`src/rtl/program_sequencer.sv`:
```
// Two-cycle FETCH/EXEC sequencer: holds the PC, latches one instruction per fetch and
// decodes it into the computational_unit control word, resolving JMP/JNZ locally.
module program_sequencer (
   input  logic       clk,
   input  logic       sync_reset,
   input  logic [7:0] pm_data,
   input  logic       r_eq_0,
   output logic [7:0] pm_addr,
   output logic [3:0] nibble_ir,
   output logic [3:0] source_sel,
   output logic [8:0] reg_en,
   output logic       i_sel,
   output logic       x_sel,
   output logic       y_sel
);

   typedef enum logic {FETCH, EXEC} state_t;

   state_t     state_q, state_d;
   logic [7:0] pc_q, pc_d;
   logic [7:0] ir_q, ir_d;

   logic [2:0] mv_dst, mv_src;

   // Destination code 4 selects o_reg (bit 8); bit 4 is reserved for ALU writes to r.
   function automatic logic [8:0] dest_en(input logic [2:0] d);
      logic [8:0] en;
      if (d == 3'd4) en = 9'h100;
      else           en = 9'h001 << d;
      return en;
   endfunction

   assign mv_dst = ir_q[5:3];
   assign mv_src = ir_q[2:0];

   always_comb begin
      pc_d       = pc_q;
      ir_d       = ir_q;
      state_d    = state_q;
      reg_en     = '0;
      source_sel = 4'hA;
      i_sel      = 1'b0;
      x_sel      = 1'b0;
      y_sel      = 1'b0;
      case (state_q)
         FETCH: begin
            ir_d    = pm_data;
            pc_d    = pc_q + 8'd1;
            state_d = EXEC;
         end
         EXEC: begin
            state_d = FETCH;
            if (!ir_q[7]) begin
               reg_en     = dest_en(ir_q[6:4]);
               source_sel = 4'h8;
            end else if (ir_q[7:6] == 2'b10) begin
               reg_en = dest_en(mv_dst);
               if (mv_dst != mv_src)    source_sel = {1'b0, mv_src};
               else if (mv_dst != 3'd6) source_sel = 4'h9;
               else                     i_sel      = 1'b1;
            end else if (ir_q[7:5] == 3'b110) begin
               reg_en = 9'h010;
               x_sel  = ir_q[4];
               y_sel  = ir_q[3];
            end else if (!ir_q[4] || !r_eq_0) begin
               // JMP always taken; JNZ taken only when r is non-zero, else pc already advanced.
               pc_d = {ir_q[3:0], 4'h0};
            end
         end
         default: state_d = FETCH;
      endcase
   end

   always_ff @(posedge clk or posedge sync_reset) begin
      if (sync_reset) begin
         state_q <= FETCH;
         pc_q    <= '0;
         ir_q    <= '0;
      end else begin
         state_q <= state_d;
         pc_q    <= pc_d;
         ir_q    <= ir_d;
      end
   end

   assign pm_addr   = pc_q;
   assign nibble_ir = ir_q[3:0];

endmodule

```
`config.mk`:
```
export PLATFORM = sky130hd
export DESIGN_NAME = program_sequencer
export DESIGN_NICKNAME = d
export VERILOG_FILES = /design/src/rtl/program_sequencer.sv
export SDC_FILE = /design/constraint.sdc
export NUM_CORES = 1
export LEC_CHECK = 0
export BUFFER_PORTS_ARGS = -buffer_cell sky130_fd_sc_hd__buf_2
export CAP_MARGIN = 10
export CORE_MARGIN = 2
export CORE_UTILIZATION = 40
export CTS_BUF_LIST = sky130_fd_sc_hd__clkbuf_8
export DETAILED_ROUTE_END_ITERATION = 8
export PLACE_DENSITY = 0.66
export SYNTH_ARGS = -nofsm -noshare
export SYNTH_HDL_FRONTEND = slang
export SYNTH_SLANG_ARGS = --single-unit
```
`constraint.sdc`:
```
create_clock -name clk -period 1.7 [get_ports clk]
set_clock_uncertainty 0.05 [all_clocks]
set_input_delay 0.34 -clock clk [delete_from_list [all_inputs] [get_ports clk]]
set_output_delay 0.34 -clock clk [all_outputs]
set_load 0.005 [all_outputs]
```
==> impl_metrics.json, run 1 <==
{
  "ctsHoldBuffers": 0,
  "combPwrFrac": 0.375,
  "maxClockFrequency_ghz": 0.512,
  "core_area_sq_mm": 0.00273,
  "grt_max_degree": 18,
  "synth_top_area_frac": 0.375,
  "yosysUniqueCellTypes": 35,
  "synthTopCellsByCount": "17 x dfrtp_1, 11 x nand2_1, 11 x nor2_1, 9 x mux2_2, 8 x mux2i_1",
  "cp-startpoint": "ir_q[3]$_DFFE_PP0N_",
  "final.setup.worst_slack_ns": -0.254,
  "layout.nets": 200,
  "avgSynthCellArea_sq_um": 9.38,
  "async_flop_share": 1.00,
  "required_ns": 1.31,
  "htreeDepth": 1,
  "maxSlewViolCount": 0,
  "worst_setup_path_start_kind": "register",
  "cpMaxStageDelayCell": "or4_4",
  "path_cells": "nand2b_4 > or4_4 > o2111a_1 > buf_2",
  "die_w_um": 57.3,
  "r2r-start": "ir_q[5]$_DFFE_PP0N_",
  "cts_sinks": 17,
  "max-vdd-ir-drop_uv": 860,
  "dp_hpwl_mm": 2.07,
  "fp.dieH_um": 57.3,
  "worstPathArrival_ns": 1.56,
  "violations": "negative setup slack",
  "crit_type": "reg -> out",
  "power.switching_w": 0.000503,
  "vias": 1182,
  "synthToLayoutAreaGrowth_pct": 63.2,
  "crit_path_end_kind": "primary output",
  "avgRoutedWirePerCell_um": 16.3,
  "yosys.area.top_type": "dfrtp_1",
  "fin_crit_ns": 1.95,
  "critPathMaxStageDelay_ns": 0.45,
  "ant_nets": 0,
  "intPower_w": 0.000969,
  "clkLatencyLatePin_ns": 0.25,
  "grt_busiest_layer": "met2",
  "synth_fp_nets": 133,
  "fillers": 215,
  "gr-usage-met3": 0.0272,
  "setup-tns-final_ns": -2.09,
  "ff2ff_setup_slack_ns": 0.08,
  "power.density_mw_per_mm2": 795,
  "gp_congestion": 0.867,
  "critPathMaxFanout": 4,
  "min_path_type": "in -> async",
  "slew-limit-headroom": 0.816,
  "final-hold-violation-count": 0,
  "portBuffers": 38,
  "cts_buffers": 3,
  "p_leak_nw": 0.887,
  "grt_pass1_vias": 1044,
  "clockPowerShare": 0.196,
  "grt_setup_unrepaired": "true",
  "yosys_register_bits": 17,
  "seq_area_frac_synth": 0.375,
  "fin_crit_sh": 1.15,
  "cts_tree": "built",
  "n_antenna_cell": 0,
  "cap_violations": 0,
  "tightest_slew_ns": 0.276,
  "netlist_area_sq_mm": 0.00113,
  "dieArea_sq_mm": 0.00328,
  "grt_use_met2": 0.328,
  "cts_root_buf": "clkbuf_8",
  "crit_path_end": "source_sel[0]",
  "synth_edf_count": 0,
  "ios": 39,
  "setup_viol": 15,
  "drt_wl_total_mm": 3.55,
  "drtPass1Iterations": 4,
  "p_total_w": 0.00147,
  "drc": 0,
  "swShare": 0.342,
  "grt_pass1_wl_mm": 4.84,
  "synth.most_common_cell": "dfrtp_1",
  "synth_ff_type": "dfrtp_1",
  "drtIter0Drc": 89,
  "p_seq_frac": 0.428,
  "grt_util_met1": 0.241,
  "clk_pin_slew_ns": 0.07,
  "ys_warn_count": 0,
  "grt_use_total": 0.190,
  "clock_path_buffers": 2,
  "outcome": "finished, violations left",
  "vias_per_cell": 5.42,
  "reg2regPathDepth": 8,
  "synth.area.top_cells": "dfrtp_1 37%, mux2_2 8.9%, mux2i_1 7.1%",
  "synthCells": 121,
  "grt.overflow.total": 0,
  "r2r_end": "pm_addr[6]$_DFFE_PP0P_",
  "timing.hold.ws_ns": 0.0408,
  "start_util": 0.415,
  "antenna_found_initial": 0,
  "drive_gt1_frac": 0.615,
  "rows": 19
}
how the worst min path moves through the flow:
stage                             endpoint  cells past startpoint       start  slack [ns]
global placement       ir_q[7]$_DFFE_PP0N_                      3  sync_reset        0.31
detailed placement     ir_q[6]$_DFFE_PP0N_                      3  sync_reset        0.32
CTS                 pm_addr[3]$_DFFE_PP0P_                      3  sync_reset        0.04
global route        pm_addr[3]$_DFFE_PP0P_                      3  sync_reset        0.06
floorplan              ir_q[0]$_DFFE_PP0N_                      1  sync_reset        0.22
finish              pm_addr[4]$_DFFE_PP0P_                      3  sync_reset        0.04
layout make-up:
type,instances,area (sq um),area share
multi-input combinational,89,776,0.419
timing repair buffer,74,551,0.297
sequential,17,427,0.230
clock buffer,3,41.3,0.0223
tap,31,38.8,0.0209
inverter,3,15.0,0.00811
clock inverter,1,3.75,0.00203
cells in the final DEF, fill, tap and decap left out, drive strengths merged, types with 4 or more instances in the layout:
cell type	instances
a21oi	5
nand2b	5
xor2	6
dfrtp	17
mux2i	8
nand2	11
buf	74
nor2	11
o22ai	4
mux2	9
critical path, delay by kind of cell, from the launching register on:
| kind | cells | cell delay [ns] |
|---|---|---|
| AOI/OAI and AO/OA | 1 | 0.14 |
| and+or+nand+nor | 2 | 0.62 |
| DFF | 1 | 0.43 |
| buffers and inverters | 1 | 0.12 |
metrics by stage:
| step | instances | instance area, sq um | setup WS [ns] | utilization |
|---|---|---|---|---|
| after floorplan | 121 | 1150 | 0.0106 | - |
| after global placement | 197 | 1450 | -0.00884 | 0.529 |
| after detailed placement | 197 | 1450 | -0.0232 | 0.529 |
| after CTS | 210 | 1660 | -0.229 | 0.608 |
| after global routing | 218 | 1850 | -0.306 | 0.677 |
| final | 218 | 1850 | -0.254 | 0.677 |
flip-flops by register name, summed over array words and instances (netlist names):
signal / count
pm_addr: 8
state_q: 1
ir_q: 8
per-layer routing:
metal | vias to the layer above | routed length [um]
met5 | - | 0
met4 | 0 | 90
met3 | 8 | 173
met2 | 56 | 1840
met1 | 566 | 1450
li1 | 552 | -
repair_timing:
action	in CTS	in global routing
pin swaps	10	11
gates resized for setup	23	29
cloned	0	1
setup buffers	9	8
endpoints found under the setup margin	15	15
power groups by stage:
| stage | clock network (W) | logic [W] | registers, W |
|---|---|---|---|
| 3_3_place_gp | 0 | 0.000453 | 0.000620 |
| 2_1_floorplan | 0 | 0.000278 | 0.000621 |
| 3_5_place_dp | 0 | 0.000465 | 0.000634 |
| 4_1_cts | 0.000302 | 0.000502 | 0.000627 |
| 6_report | 0.000289 | 0.000552 | 0.000631 |
| 5_1_grt | 0.000317 | 0.000609 | 0.000647 |
logic make-up (layout without fill, tap and decap cells):
| family | after synthesis | count (layout) | synth area share |
|---|---|---|---|
| AND/OR/NAND/NOR | 48 | 48 | 0.228 |
| adder cells (fa/ha/maj) | 1 | 1 | 0.0110 |
| flip-flops | 17 | 17 | 0.375 |
| XOR/XNOR | 9 | 9 | 0.0695 |
| multiplexers | 17 | 17 | 0.160 |
| buffers and inverters | 15 | 81 | 0.0772 |
| AO/OA/AOI/OAI | 14 | 14 | 0.0794 |
(Power assumes the default switching activity.)
==> run 2: changes to the inputs <==
--- a/config.mk
+++ b/config.mk
@@ -5,11 +5,12 @@
 export SDC_FILE = /design/constraint.sdc
 export NUM_CORES = 1
 export LEC_CHECK = 0
+export ABC_CLOCK_PERIOD_IN_PS = 1700
 export BUFFER_PORTS_ARGS = -buffer_cell sky130_fd_sc_hd__buf_2
 export CAP_MARGIN = 10
 export CORE_MARGIN = 2
 export CORE_UTILIZATION = 40
-export CTS_BUF_LIST = sky130_fd_sc_hd__clkbuf_8
+export CTS_BUF_LIST = sky130_fd_sc_hd__clkbuf_4
 export DETAILED_ROUTE_END_ITERATION = 8
 export PLACE_DENSITY = 0.66
 export SYNTH_ARGS = -nofsm -noshare
==> run 2 against run 1 <==
Effect of this change: the run still ends with negative setup slack left; final area fell by 4.3%; sequential power barely moved; setup slack got worse by 0.031 ns; highest routed layer unchanged; routed wire length fell by 11%; non-clock buffer count fell by 4; cell count fell by 1.8%; clock power fell by 19%; maximum frequency fell by 1.6%; clock-buffer cell count rose by 1.
==> impl_metrics.json, run 2 (synthesis results as in run 1) <==
{
  "drtIter0Drc": 55,
  "fin_crit_ns": 1.98,
  "drive_gt1_frac": 0.607,
  "worst_setup_path_start_kind": "register",
  "outcome": "finished, violations left",
  "critPathMaxFanout": 4,
  "cap_violations": 0,
  "p_leak_nw": 0.845,
  "r2r-start": "ir_q[5]$_DFFE_PP0N_",
  "crit_path_end": "source_sel[1]",
  "die_w_um": 57.3,
  "dp_hpwl_mm": 2.07,
  "ff2ff_setup_slack_ns": 0.15,
  "r2r_end": "pm_addr[6]$_DFFE_PP0P_",
  "layout.nets": 196,
  "grt_use_total": 0.196,
  "cpMaxStageDelayCell": "or4_4",
  "critPathMaxStageDelay_ns": 0.45,
  "fin_crit_sh": 1.17,
  "maxClockFrequency_ghz": 0.504,
  "required_ns": 1.31,
  "tightest_slew_ns": 0.294,
  "setup_viol": 15,
  "crit_path_end_kind": "primary output",
  "vias_per_cell": 5.27,
  "ant_nets": 0,
  "fillers": 234,
  "dieArea_sq_mm": 0.00328,
  "cts_tree": "built",
  "portBuffers": 38,
  "gp_congestion": 0.867,
  "finalInstanceArea_sq_mm": 0.00177,
  "slew-limit-headroom": 0.804,
  "clkLatencyLatePin_ns": 0.29,
  "ios": 39,
  "final.setup.worst_slack_ns": -0.284,
  "cts_root_buf": "clkbuf_4",
  "drc": 0,
  "htreeDepth": 1,
  "reg2regPathDepth": 7,
  "rows": 19,
  "grt_pass1_wl_mm": 4.95,
  "max-vdd-ir-drop_uv": 705,
  "cts_buffers": 3,
  "final-hold-violation-count": 0,
  "worstPathArrival_ns": 1.59,
  "violations": "negative setup slack",
  "avgRoutedWirePerCell_um": 14.8,
  "crit_type": "reg -> out",
  "core_area_sq_mm": 0.00273,
  "grt_setup_unrepaired": "true",
  "final_common_cell": "buf_2",
  "clk_pin_slew_ns": 0.11,
  "timing.hold.ws_ns": 0.217,
  "layout_common_cells": "35 x buf_2, 20 x buf_4, 15 x dfrtp_1",
  "n_antenna_cell": 0,
  "synthToLayoutAreaGrowth_pct": 56.1,
  "path_cells": "nand2b_4 > or4_4 > a31oi_4 > buf_2",
  "drt_wl_total_mm": 3.17,
  "cts_sinks": 17,
  "antenna_found_initial": 0,
  "place_area_sq_mm": 0.00145,
  "clock_path_buffers": 2,
  "power.density_mw_per_mm2": 783,
  "grt_max_degree": 18,
  "start_util": 0.415,
  "min_path_type": "in -> reg",
  "vias": 1127,
  "drtPass1Iterations": 4,
  "maxSlewViolCount": 0,
  "cp-startpoint": "ir_q[3]$_DFFE_PP0N_",
  "grt.overflow.total": 0,
  "grt_pass1_vias": 1056,
  "fp.dieH_um": 57.3
}
run 2: power by group:
part	internal, W	switching (W)
clock network	0.000107	0.000126
registers	0.000500	0.000128
logic	0.000294	0.000231
total	0.000901	0.000486
run 2: repair_timing:
item	4_1_cts	5_1_grt
gates resized for setup	25	18
hold buffers	1	0
setup endpoints to repair	16	16
pin swaps	9	7
setup buffers	9	3
endpoints found under the hold margin	9	0
run 2: worst min path at each step:
stage / startpoint / end / slack (ns) / cells after the start
3_5_place_dp: sync_reset / ir_q[6]$_DFFE_PP0N_ / 0.32 / 3
4_1_cts: pm_data[3] / ir_q[3]$_DFFE_PP0N_ / 0.21 / 2
3_3_place_gp: sync_reset / ir_q[7]$_DFFE_PP0N_ / 0.31 / 3
2_1_floorplan: sync_reset / ir_q[0]$_DFFE_PP0N_ / 0.22 / 1
6_report: pm_data[3] / ir_q[3]$_DFFE_PP0N_ / 0.22 / 2
5_1_grt: pm_data[1] / ir_q[1]$_DFFE_PP0N_ / 0.21 / 2
run 2: cell type report:
cell class / count / area (sq um) / share of cell area
Multi-Input combinational cell: 89 / 767 / 0.433
Timing Repair Buffer: 70 / 493 / 0.278
Sequential cell: 17 / 428 / 0.242
Tap cell: 31 / 38.8 / 0.0219
Clock buffer: 4 / 30.0 / 0.0169
Inverter: 3 / 15.0 / 0.00847
run 2: critical path, delay by kind of cell (launching register included):
kind / cells / cell delay [ns]
compound gates: 1 / 0.13
simple gates: 2 / 0.61
flops: 1 / 0.44
buf+inv: 1 / 0.13
run 2: metrics by stage:
step                power (W)  cells  utilization  setup TNS, ns  setup slack (ns)
floorplan            0.000899    121            -              0            0.0106
global placement      0.00107    197        0.529       -0.00884          -0.00884
detailed placement    0.00110    197        0.529        -0.0328           -0.0232
CTS                   0.00137    211        0.609          -1.99            -0.291
global route          0.00149    214        0.648          -3.66            -0.354
finish                0.00139    214        0.648          -2.50            -0.284
run 2: routing by layer:
layer / GRT usage / part of all wire / up-vias
li1: - / - / 539
met1: 0.241 / 0.39 / 539
met2: 0.338 / 0.54 / 43
met3: 0.0295 / 0.048 / 6
met4: 0.0897 / 0.021 / 0
met5: 0 / 0 / -
